File: src/rtl/ram_buff_pkg.sv
// ram_buff_pkg: FSM encodings, byte-lane constants and the strobe mask shared by ram_stream_buffer.
package ram_buff_pkg;
  localparam int RAM_BUFF_DATA_W   = 128;
  localparam int RAM_BUFF_STRB_W   = RAM_BUFF_DATA_W / 8;
  localparam int RAM_BUFF_BIDX_W   = $clog2(RAM_BUFF_STRB_W);
  localparam int RAM_BUFF_MAX_STRB = 128;
  typedef enum logic [1:0] {
    RAM_BUFF_FSM_IDLE  = 2'd0,
    RAM_BUFF_FSM_FETCH = 2'd1,
    RAM_BUFF_FSM_DRAIN = 2'd2
  } ram_buff_fsm_e;
  // Callers truncate to their own strobe width; bits above it are don't-care.
  function automatic logic [RAM_BUFF_MAX_STRB-1:0] ram_buff_strb_mask(
    input int first_b, input int last_b, input logic use_first, input logic use_last);
    logic [RAM_BUFF_MAX_STRB-1:0] m;
    for (int i = 0; i < RAM_BUFF_MAX_STRB; i++)
      m[i] = (!use_first || i >= first_b) && (!use_last || i <= last_b);
    return m;
  endfunction
endpackage

File: src/rtl/ram_buff_fifo.sv
// ram_buff_fifo: circular buffer with wrap-around pointers, occupancy count and a clear that beats push/pop.
module ram_buff_fifo #(
  parameter int W     = 8,
  parameter int DEPTH = 16
) (
  input  logic                   clk,
  input  logic                   rst_n,
  input  logic                   clr_i,
  input  logic                   push_i,
  input  logic                   pop_i,
  input  logic [W-1:0]           din_i,
  output logic [W-1:0]           dout_o,
  output logic [$clog2(DEPTH):0] cnt_o,
  output logic                   empty_o
);
  localparam int PW = $clog2(DEPTH);
  logic [W-1:0]  mem_q [DEPTH];
  logic [PW-1:0] wr_q, rd_q;
  logic [PW:0]   cnt_q;
  always_ff @(posedge clk)
    if (push_i && !clr_i) mem_q[wr_q] <= din_i;
  always_ff @(posedge clk or negedge rst_n)
    if (!rst_n) begin
      wr_q  <= '0;
      rd_q  <= '0;
      cnt_q <= '0;
    end else if (clr_i) begin
      wr_q  <= '0;
      rd_q  <= '0;
      cnt_q <= '0;
    end else begin
      wr_q  <= wr_q + PW'(push_i);
      rd_q  <= rd_q + PW'(pop_i);
      cnt_q <= cnt_q + (PW+1)'(push_i) - (PW+1)'(pop_i);
    end
  assign dout_o  = mem_q[rd_q];
  assign cnt_o   = cnt_q;
  assign empty_o = cnt_q == '0;
endmodule

File: src/rtl/ram_stream_buffer.sv
// ram_stream_buffer: credit-limited SRAM row reader streaming strobed rows to the MXU.
// Define RAM_STREAM_BUFFER_PERF_EN to add the stall/starve performance counters.
module ram_stream_buffer
  import ram_buff_pkg::*;
#(
  parameter int DATA_W  = RAM_BUFF_DATA_W,
  parameter int AW      = 8,
  parameter int DEPTH   = 16,
  parameter int LEN_W   = 5,
  parameter int RAM_LAT = 1
) (
  input  logic                        clk,
  input  logic                        rst_n,
  input  logic                        cmd_vld,
  output logic                        cmd_rdy,
  input  logic [AW-1:0]               cmd_start_addr,
  input  logic [LEN_W-1:0]            cmd_len,
  input  logic [AW-1:0]               cmd_stride,
  input  logic [$clog2(DATA_W/8)-1:0] cmd_start_byte,
  input  logic [$clog2(DATA_W/8)-1:0] cmd_end_byte,
  input  logic                        flush,
  output logic                        ram_rd_vld,
  output logic [AW-1:0]               ram_rd_addr,
  input  logic [DATA_W-1:0]           ram_rd_data,
  output logic                        out_vld,
  input  logic                        out_rdy,
  output logic [DATA_W-1:0]           out_data,
  output logic [DATA_W/8-1:0]         out_strb,
  output logic                        out_last,
  output logic                        busy,
  output logic                        done
`ifdef RAM_STREAM_BUFFER_PERF_EN
  ,
  output logic [15:0]                 perf_stall_cnt,
  output logic [15:0]                 perf_starve_cnt
`endif
);
  localparam int SW = DATA_W / 8;
  localparam int BW = $clog2(SW);
  localparam int FW = DATA_W + SW + 1;
  localparam int CW = $clog2(DEPTH) + 2;
  ram_buff_fsm_e          state_q, state_d;
  logic [AW-1:0]          addr_q, addr_d, stride_q, stride_d;
  logic [LEN_W-1:0]       len_q, len_d, issued_q, issued_d, pushed_q, pushed_d;
  logic [BW-1:0]          sbyte_q, sbyte_d, ebyte_q, ebyte_d;
  logic [RAM_LAT-1:0]     pipe_q, pipe_d;
  logic [CW-1:0]          inflight_q, inflight_d;
  logic [$clog2(DEPTH):0] fifo_cnt;
  logic [FW-1:0]          fifo_dout;
  logic [SW-1:0]          strb;
  logic                   accept, pop, ret, empty;
  assign cmd_rdy     = (state_q == RAM_BUFF_FSM_IDLE) && !flush;
  assign accept      = cmd_vld && cmd_rdy;
  assign pop         = out_vld && out_rdy && !flush;
  assign ret         = pipe_q[RAM_LAT-1];
  // Credit covers buffered rows plus reads still in the RAM pipe; a same-cycle pop frees a slot.
  assign ram_rd_vld  = (state_q == RAM_BUFF_FSM_FETCH) &&
                       (CW'(fifo_cnt) + inflight_q < CW'(DEPTH) + CW'(pop));
  assign ram_rd_addr = addr_q;
  assign busy        = state_q != RAM_BUFF_FSM_IDLE;
  assign done        = pop && out_last;
  assign strb        = SW'(ram_buff_strb_mask(int'(sbyte_q), int'(ebyte_q),
                                              pushed_q == '0, pushed_q == len_q));
  always_comb begin
    state_d    = flush ? RAM_BUFF_FSM_IDLE :
                 accept ? RAM_BUFF_FSM_FETCH :
                 (state_q == RAM_BUFF_FSM_FETCH && ram_rd_vld && issued_q == len_q) ? RAM_BUFF_FSM_DRAIN :
                 (state_q == RAM_BUFF_FSM_DRAIN && done) ? RAM_BUFF_FSM_IDLE : state_q;
    len_d      = accept ? cmd_len : len_q;
    stride_d   = accept ? cmd_stride : stride_q;
    sbyte_d    = accept ? cmd_start_byte : sbyte_q;
    ebyte_d    = accept ? cmd_end_byte : ebyte_q;
    addr_d     = accept ? cmd_start_addr : ram_rd_vld ? addr_q + stride_q : addr_q;
    issued_d   = (flush || accept) ? '0 : issued_q + LEN_W'(ram_rd_vld);
    pushed_d   = (flush || accept) ? '0 : pushed_q + LEN_W'(ret);
    pipe_d     = flush ? '0 : RAM_LAT'({pipe_q, ram_rd_vld});
    inflight_d = flush ? '0 : inflight_q + CW'(ram_rd_vld) - CW'(ret);
  end
  always_ff @(posedge clk or negedge rst_n)
    if (!rst_n) begin
      state_q    <= RAM_BUFF_FSM_IDLE;
      len_q      <= '0;
      stride_q   <= '0;
      sbyte_q    <= '0;
      ebyte_q    <= '0;
      addr_q     <= '0;
      issued_q   <= '0;
      pushed_q   <= '0;
      pipe_q     <= '0;
      inflight_q <= '0;
    end else begin
      state_q    <= state_d;
      len_q      <= len_d;
      stride_q   <= stride_d;
      sbyte_q    <= sbyte_d;
      ebyte_q    <= ebyte_d;
      addr_q     <= addr_d;
      issued_q   <= issued_d;
      pushed_q   <= pushed_d;
      pipe_q     <= pipe_d;
      inflight_q <= inflight_d;
    end
  ram_buff_fifo #(.W(FW), .DEPTH(DEPTH)) u_fifo (
    .clk     (clk),
    .rst_n   (rst_n),
    .clr_i   (flush),
    .push_i  (ret),
    .pop_i   (pop),
    .din_i   ({pushed_q == len_q, strb, ram_rd_data}),
    .dout_o  (fifo_dout),
    .cnt_o   (fifo_cnt),
    .empty_o (empty)
  );
  assign out_vld  = !empty;
  assign out_data = fifo_dout[DATA_W-1:0];
  assign out_strb = out_vld ? fifo_dout[DATA_W +: SW] : '0;
  assign out_last = out_vld && fifo_dout[FW-1];
`ifdef RAM_STREAM_BUFFER_PERF_EN
  logic [15:0] stall_q, starve_q;
  always_ff @(posedge clk or negedge rst_n)
    if (!rst_n) begin
      stall_q  <= '0;
      starve_q <= '0;
    end else if (accept) begin
      stall_q  <= '0;
      starve_q <= '0;
    end else begin
      if (busy && out_vld && !out_rdy && !(&stall_q)) stall_q <= stall_q + 16'd1;
      if (busy && !out_vld && !done && !(&starve_q)) starve_q <= starve_q + 16'd1;
    end
  assign perf_stall_cnt  = stall_q;
  assign perf_starve_cnt = starve_q;
`endif
endmodule

File: config.mk
export PLATFORM = sky130hd
export DESIGN_NAME = ram_stream_buffer
export DESIGN_NICKNAME = d
export VERILOG_FILES = /design/src/rtl/ram_buff_pkg.sv /design/src/rtl/ram_buff_fifo.sv /design/src/rtl/ram_stream_buffer.sv
export SDC_FILE = /design/constraint.sdc
export NUM_CORES = 2
export LEC_CHECK = 0
export BUFFER_PORTS_ARGS = -buffer_cell sky130_fd_sc_hd__buf_2
export CAP_MARGIN = 20
export CORE_MARGIN = 2
export CORE_UTILIZATION = 60
export CTS_BUF_LIST = sky130_fd_sc_hd__clkbuf_8 sky130_fd_sc_hd__clkbuf_16
export DETAILED_ROUTE_END_ITERATION = 16
export MAX_ROUTING_LAYER = met4
export PLACE_DENSITY_LB_ADDON = 0.08
export SYNTH_ARGS = -nofsm -noshare
export SYNTH_HDL_FRONTEND = slang
export SYNTH_SLANG_ARGS = --single-unit
File: constraint.sdc
create_clock -name clk -period 16.2 [get_ports clk]
set_input_delay 3.24 -clock clk [delete_from_list [all_inputs] [get_ports clk]]
set_output_delay 3.24 -clock clk [all_outputs]
set_load 0.02 [all_outputs]
# Word level (Yosys, flattened, before mapping)
# Memories as Yosys holds them, arrays and structs flattened.
# Cells that the tools add are included.
# Widths: inputs -> output; s select.
dict set report word_totals {
  regBits 61
  memories 1
  inputBits 162
  mem_bits_rw 2320
  out_inout_bits 158
}
dict set report classes {
  addsub 11
  n_mux 16
  n_lt_le_gt_ge 31
  reduce_logical 66
  n_eq_ne 4
}
# memory words word_bits read_ports rd_clocked_by_memory_dff wr line_no
set memory_table {}
lappend memory_table {u_fifo.mem_q 16 145 1 0 1 ram_buff_fifo.sv:17} ;# logic [W-1:0] mem_q [DEPTH];
# operator count
set ops {}
lappend ops {{$le 4x4->1 const A} 8}
lappend ops {{$logic_or 1x1->1} 31}
lappend ops {{$ge 4x4->1 const A} 7}
lappend ops {{$logic_and 1x1->1} 25}
lappend ops {{$ge 3x4->1 const A} 4}
lappend ops {{$le 3x4->1 const A} 4}
lappend ops {{$mux 16} 1}
lappend ops {{$mux 8} 2}
lappend ops {{$add 5x1->5} 3}
lappend ops {{$mux 5} 3}
lappend ops {{$eq 5x5->1} 2}
lappend ops {{$logic_not 5->1} 2}
lappend ops {{$add 4x1->4} 2}
lappend ops {{$add 8x8->8} 1}
lappend ops {{$ge 1x4->1 const A} 2}
lappend ops {{$ge 2x4->1 const A} 2}
lappend ops {{$le 2x4->1 const A} 2}
lappend ops {{$mux 2} 4}
lappend ops {{$mux 4} 2}
lappend ops {{$add 5x1->6 const A} 1}
lappend ops {{$add 5x6->6} 1}
lappend ops {{$add 6x1->6} 1}
lappend ops {{$lt 6x6->1} 1}
lappend ops {{$mux 6} 1}
lappend ops {{10 further kinds} 16}

# Depth between registers and ports, before layout
dict set report depth {
  word_depth 12
  depth_mapped 15
  depth_no_buf 14
}

# Hierarchy
# From an unflattened synthesis, not the netlist that was laid out.
dict set report unflattened {
  hier_cells 3991
  hier_area_um2 90435.5
}
# module seq_area_each_um2 cells_each area_each_um2 n_inst
set modules_own_cells {}
lappend modules_own_cells {ram_buff_fifo 69992.1 3630 87285.0 1}
lappend modules_own_cells {ram_stream_buffer 1201.2 361 3150.5 1}

# Least setup slack after synthesis
# Ideal clock, no wire load.
dict set report synth_path {
  path_type {input to register}
  startpoint {input port flush}
  endpoint {memory u_fifo.mem_q[4][0] in the netlist's numbering (enable)}
  arrival_time_ns 13.723
  required_ns 15.373
  stages 4
  n_path_buf 0
  setup_ns 0.827
  slack_ns 1.650
  path_cell_list {inv_1 > nand2_1 > or3b_2 > nor3_1}
}
dict set report synth_via {
  elab_chain_len 4
}
# element line_no
set synth_rtl {}
lappend synth_rtl {{start, declared} ram_stream_buffer.sv:21} ;# input logic flush,
lappend synth_rtl {{$logic_not 1->1} ram_buff_fifo.sv:21} ;# if (push_i && !clr_i) mem_q[wr_q] <= din_i;
lappend synth_rtl {{$logic_and 1x1->1} ram_buff_fifo.sv:21}
lappend synth_rtl {{$mux 1} ram_buff_fifo.sv:21}
lappend synth_rtl {{$mux 1 (not written as such)} ram_buff_fifo.sv:21}
lappend synth_rtl {{end, declared} ram_buff_fifo.sv:17}
# No other way between the ends.

# Worst setup path in the final report
dict set report layout_path {
  startpoint {register u_fifo.rd_q[0]}
  endpoint {output port out_data[13]}
}
dict set report layout_via {
  elab_chain_len 1
}
# element line_no
set layout_rtl {}
lappend layout_rtl {{start, declared} ram_buff_fifo.sv:18} ;# logic [PW-1:0] wr_q, rd_q;
lappend layout_rtl {{start signal, assigned} ram_buff_fifo.sv:33} ;# rd_q <= rd_q + PW'(pop_i);
lappend layout_rtl {{$mem_v2 16x145} n/a}
lappend layout_rtl {{end, declared} ram_stream_buffer.sv:27} ;# output logic [DATA_W-1:0] out_data,
# No other way between the ends.

==> results.md <==
Die:
- The number of cell rows is approximately 140.
- The core area is 150000 um2.
- The die is between 300 and 400 um tall.
- Pin placement for this block handled 320 I/O pins.
- For this configuration, the core starts out at a cell density of about three fifths.
- The die outline width is between 300 and 400 um.
- The area enclosed by the die boundary is between 150000 and 200000 um2.

Layout:
- Relative to the synthesized area, the layout overhead comes to 12.4%.
- The fill cell instance count of the final layout is roughly 9200.
- The layout net count is 4300.
- The core occupancy in the finished layout is 68.1%.
- The share of layout cells above drive strength 1 is between 30% and 40%.
- After routing the design area is 102000 um2.

Clock network:
- Post-CTS repair changed the size of 0 cells.
- The cell at the root of the clock tree is clkbuf_16.
- After clock tree synthesis, the flow added hold-fix buffers numbering 0.
- The maximum level of the CTS H-tree is 4.
- The clock net sink count is between 2000 and 2500.
- The clock-pin transition on the worst setup and hold timing paths is about 0.06 ns.
- The count of buffers added by post-CTS timing repair for setup is 0.
- The maximum clock insertion buffer count is 3.
- TritonCTS built the clock tree.
- The worst-skew pair later-pin latency is just over 0.8 ns.
- The total clock buffers created by CTS is 226.

Placement:
- Routability-driven placement finished with a final weighted congestion of 0.757.
- Port buffering added 319 buffers.
- The detailed placement HPWL is approximately 90000 um.
- The cell area reported after detailed placement is approximately 95000 um2.

Run:
- Across the run, the number of max-cap violations was 0.

STA:
- Setup violations remaining at the end of the flow were counted as 0.
- For this run, the top clock speed supported by timing is roughly 120 MHz.
- The final worst-path cycle share is a little over half.
- The total negative slack is 0 ns.
- For the final database, setup skew stands at roughly 0.047 ns.
- Setup repair after global routing left no endpoint under its margin.
- The number of hold-slack violations in the final timing report is 0.
- The final critical-path required period is approximately 8.6 ns.
- The worst pin sits at a relative slew slack of between 10% and 20%.
- The total count of max-transition violations in the final report was 0.
- For the pin with the worst max-slew slack, the measured transition is approximately 1.3 ns.

Power and ir drop:
- For this design the static power due to leakage is 31.9 nW.
- For this design the ratio of total power to cell area is 136 nW/um2.
- The worst IR drop on VDD is about 0.15 mV.

Logic synthesis:
- During synthesis, Yosys emitted a total of 0 warnings.
- The synthesized netlist occupies a cell area of a little over 90000 um2.
- The commonest cells after synthesis are edfxtp_1, mux4_2, nand2_1, clkbuf_1, dfrtp_1.
- The most used flip-flop cell after synthesis is edfxtp_1.
- The share of synthesized registers carrying an async set or reset is approximately 2.6%.
- In this run, synthesis inferred 2320 flip-flops with an integrated enable.
- Of all cell types, the one taking the most synthesized area is edfxtp_1.
- In this run, distinct cell masters in the synthesized netlist total 55.
- The post-synthesis sequential area ratio is 78.3%.
- The dominant cell by count in the synthesized netlist is edfxtp_1.
- Yosys attributes the largest share of cell area to edfxtp_1, mux4_2, dfrtp_1.
- Synthesis produced a netlist whose cell count is between 3000 and 4000.
- The post-synth net total is between 3000 and 4000.
- Of the post-synthesis cell area, the dominant cell type holds about three quarters.
- After synthesis, the mean cell area works out to 24.9 um2.
- Synthesis inferred about 2400 register bits.

Hold path:
- The min-delay analysis places its worst path in the category register to register.

Route:
- The final antenna-violating net count is 0.
- For this block, the via count after detailed routing is between 40000 and 50000.
- In the final routed layout, each cell accounts on average for 30.6 um.
- The starting DRC count in detailed routing is around 4300.
- The number of vias per cell is roughly 6.4.
- The post-detailed-route DRC marker count is 0.
- The first detailed-routing pass ran for 5 iterations.
- The routed design has ~190000 um of wire.

Setup path:
- The classification of the worst setup path is register to primary output.
- Data arrives at the worst endpoint at between 5 and 6 ns.
- At the worst endpoint, the required time is between 10 and 15 ns.
- The worst-case register-to-register setup slack is about 12 ns.
- STA classifies the critical path startpoint as a register.
- The worst setup path is captured at a primary output.
- The maximum net fanout on the critical path is just over 100.

Global route:
- The pin count of the biggest net entering global routing is around 140.
- The aggregate global routing overflow is 0.
- The global-route wire length before repair is around 290000 um.
- The number of antenna violations at the first check in global routing is 36.
- The number of global-route vias before repair came to 42220.
- Global routing used a little over a quarter of the available tracks.

Outcome:
- The flow ran to the end, and the final reports show no timing, DRC or antenna violations.
==> worst paths after layout <==
check                                from                   to  cells past startpoint
hold / removal                stride_q[2]          stride_q[2]                      2
hold reg to reg               stride_q[2]          stride_q[2]                      2
min in group asynchronous           rst_n           sbyte_q[0]                      2
max in group asynchronous           rst_n       u_fifo.rd_q[2]                      2
setup reg to reg                   pipe_q  u_fifo.mem_q[1][61]                      7
setup / recovery           u_fifo.rd_q[0]         out_data[13]                      6
==> metrics by stage <==
step	setup WS (ns)	power [mW]	cells	hold WS, ns
finish	7.61	13.9	6334	0.487
global route	7.09	14.4	6324	0.530
CTS	7.35	14.0	6296	0.492
detailed placement	7.97	8.94	5885	0.477
global placement	8.01	8.92	5884	0.464
floorplan	1.65	8.47	3656	0.450
==> critical path: stages (launching register included) <==
cell and delay [ns]:
dfrtp_4 0.78, buf_12 0.59, buf_12 0.71, buf_4 0.83, mux4_2 0.59, mux4_2 0.60
buf_2 0.21
==> routing by layer <==
metal / GRT usage, % / part of all wire [%]
met1: 37.5 / 41
met2: 40.3 / 49
met3: 5.19 / 7.3
met4: 6.55 / 2.3
met5: - / 0
==> power by group <==
group,internal [mW],switching (mW)
Combinational,0.843,0.965
Sequential,6.91,0.0683
Clock,2.91,2.18
Total,10.7,3.21
==> state kept, by name, indices dropped and copies added (netlist names) <==
| signal | flops |
|---|---|
| len_q | 5 |
| stride_q | 8 |
| issued_q | 5 |
| u_fifo.rd_q | 4 |
| state_q | 2 |
| sbyte_q | 4 |
| ram_rd_addr | 8 |
| inflight_q | 6 |
| pipe_q | 1 |
| pushed_q | 5 |
| u_fifo.wr_q | 4 |
| ebyte_q | 4 |
| u_fifo.cnt_o | 5 |
| u_fifo.mem_q | 2320 |
==> cell type report <==
type                       instances  area [um2]  share of cell area, %
clock inverter                   177        1370                   1.34
sequential                      2381       71200                   69.7
multi-input combinational       1070       18700                   18.3
clock buffer                     234        5840                   5.72
inverter                          28         105                  0.103
tap                             2016        2520                   2.47
timing repair buffer             395        2400                   2.34
antenna                           33        82.6                 0.0808
==> cell families (layout without fill, tap and decap cells) <==
kind of cell	count (synthesis)	after routing	share of synthesized area (%)
DFF	2381	2381	78.3
muxes	727	727	18.0
buffers and inverters	205	834	1.31
and+or+nand+nor	203	203	1.06
AOI/OAI and AO/OA	71	71	0.530
adders and majority gates	36	36	0.528
xor gates and xnor gates	33	33	0.318
other	0	33	0
==> placed cells by master, fill, tap and decap left out, drive strengths merged, types with 3 or more instances in the layout <==
cell	n
clkbuf	234
a21o	5
xnor2	18
and2	19
diode	33
fa	4
or3	3
o221a	4
nor2b	13
dfrtp	61
a21oi	18
mux4	725
a22oi	3
nor3	14
clkinv	95
a31oi	3
o21bai	3
o21ai	16
bufinv	20
nand2b	5
inv	83
nand3	11
buf	395
or2	3
nor2	38
clkinvlp	7
nand2	79
and3	6
o21a	4
ha	32
edfxtp	2320
xor2	15
(Power assumes the default switching activity.)
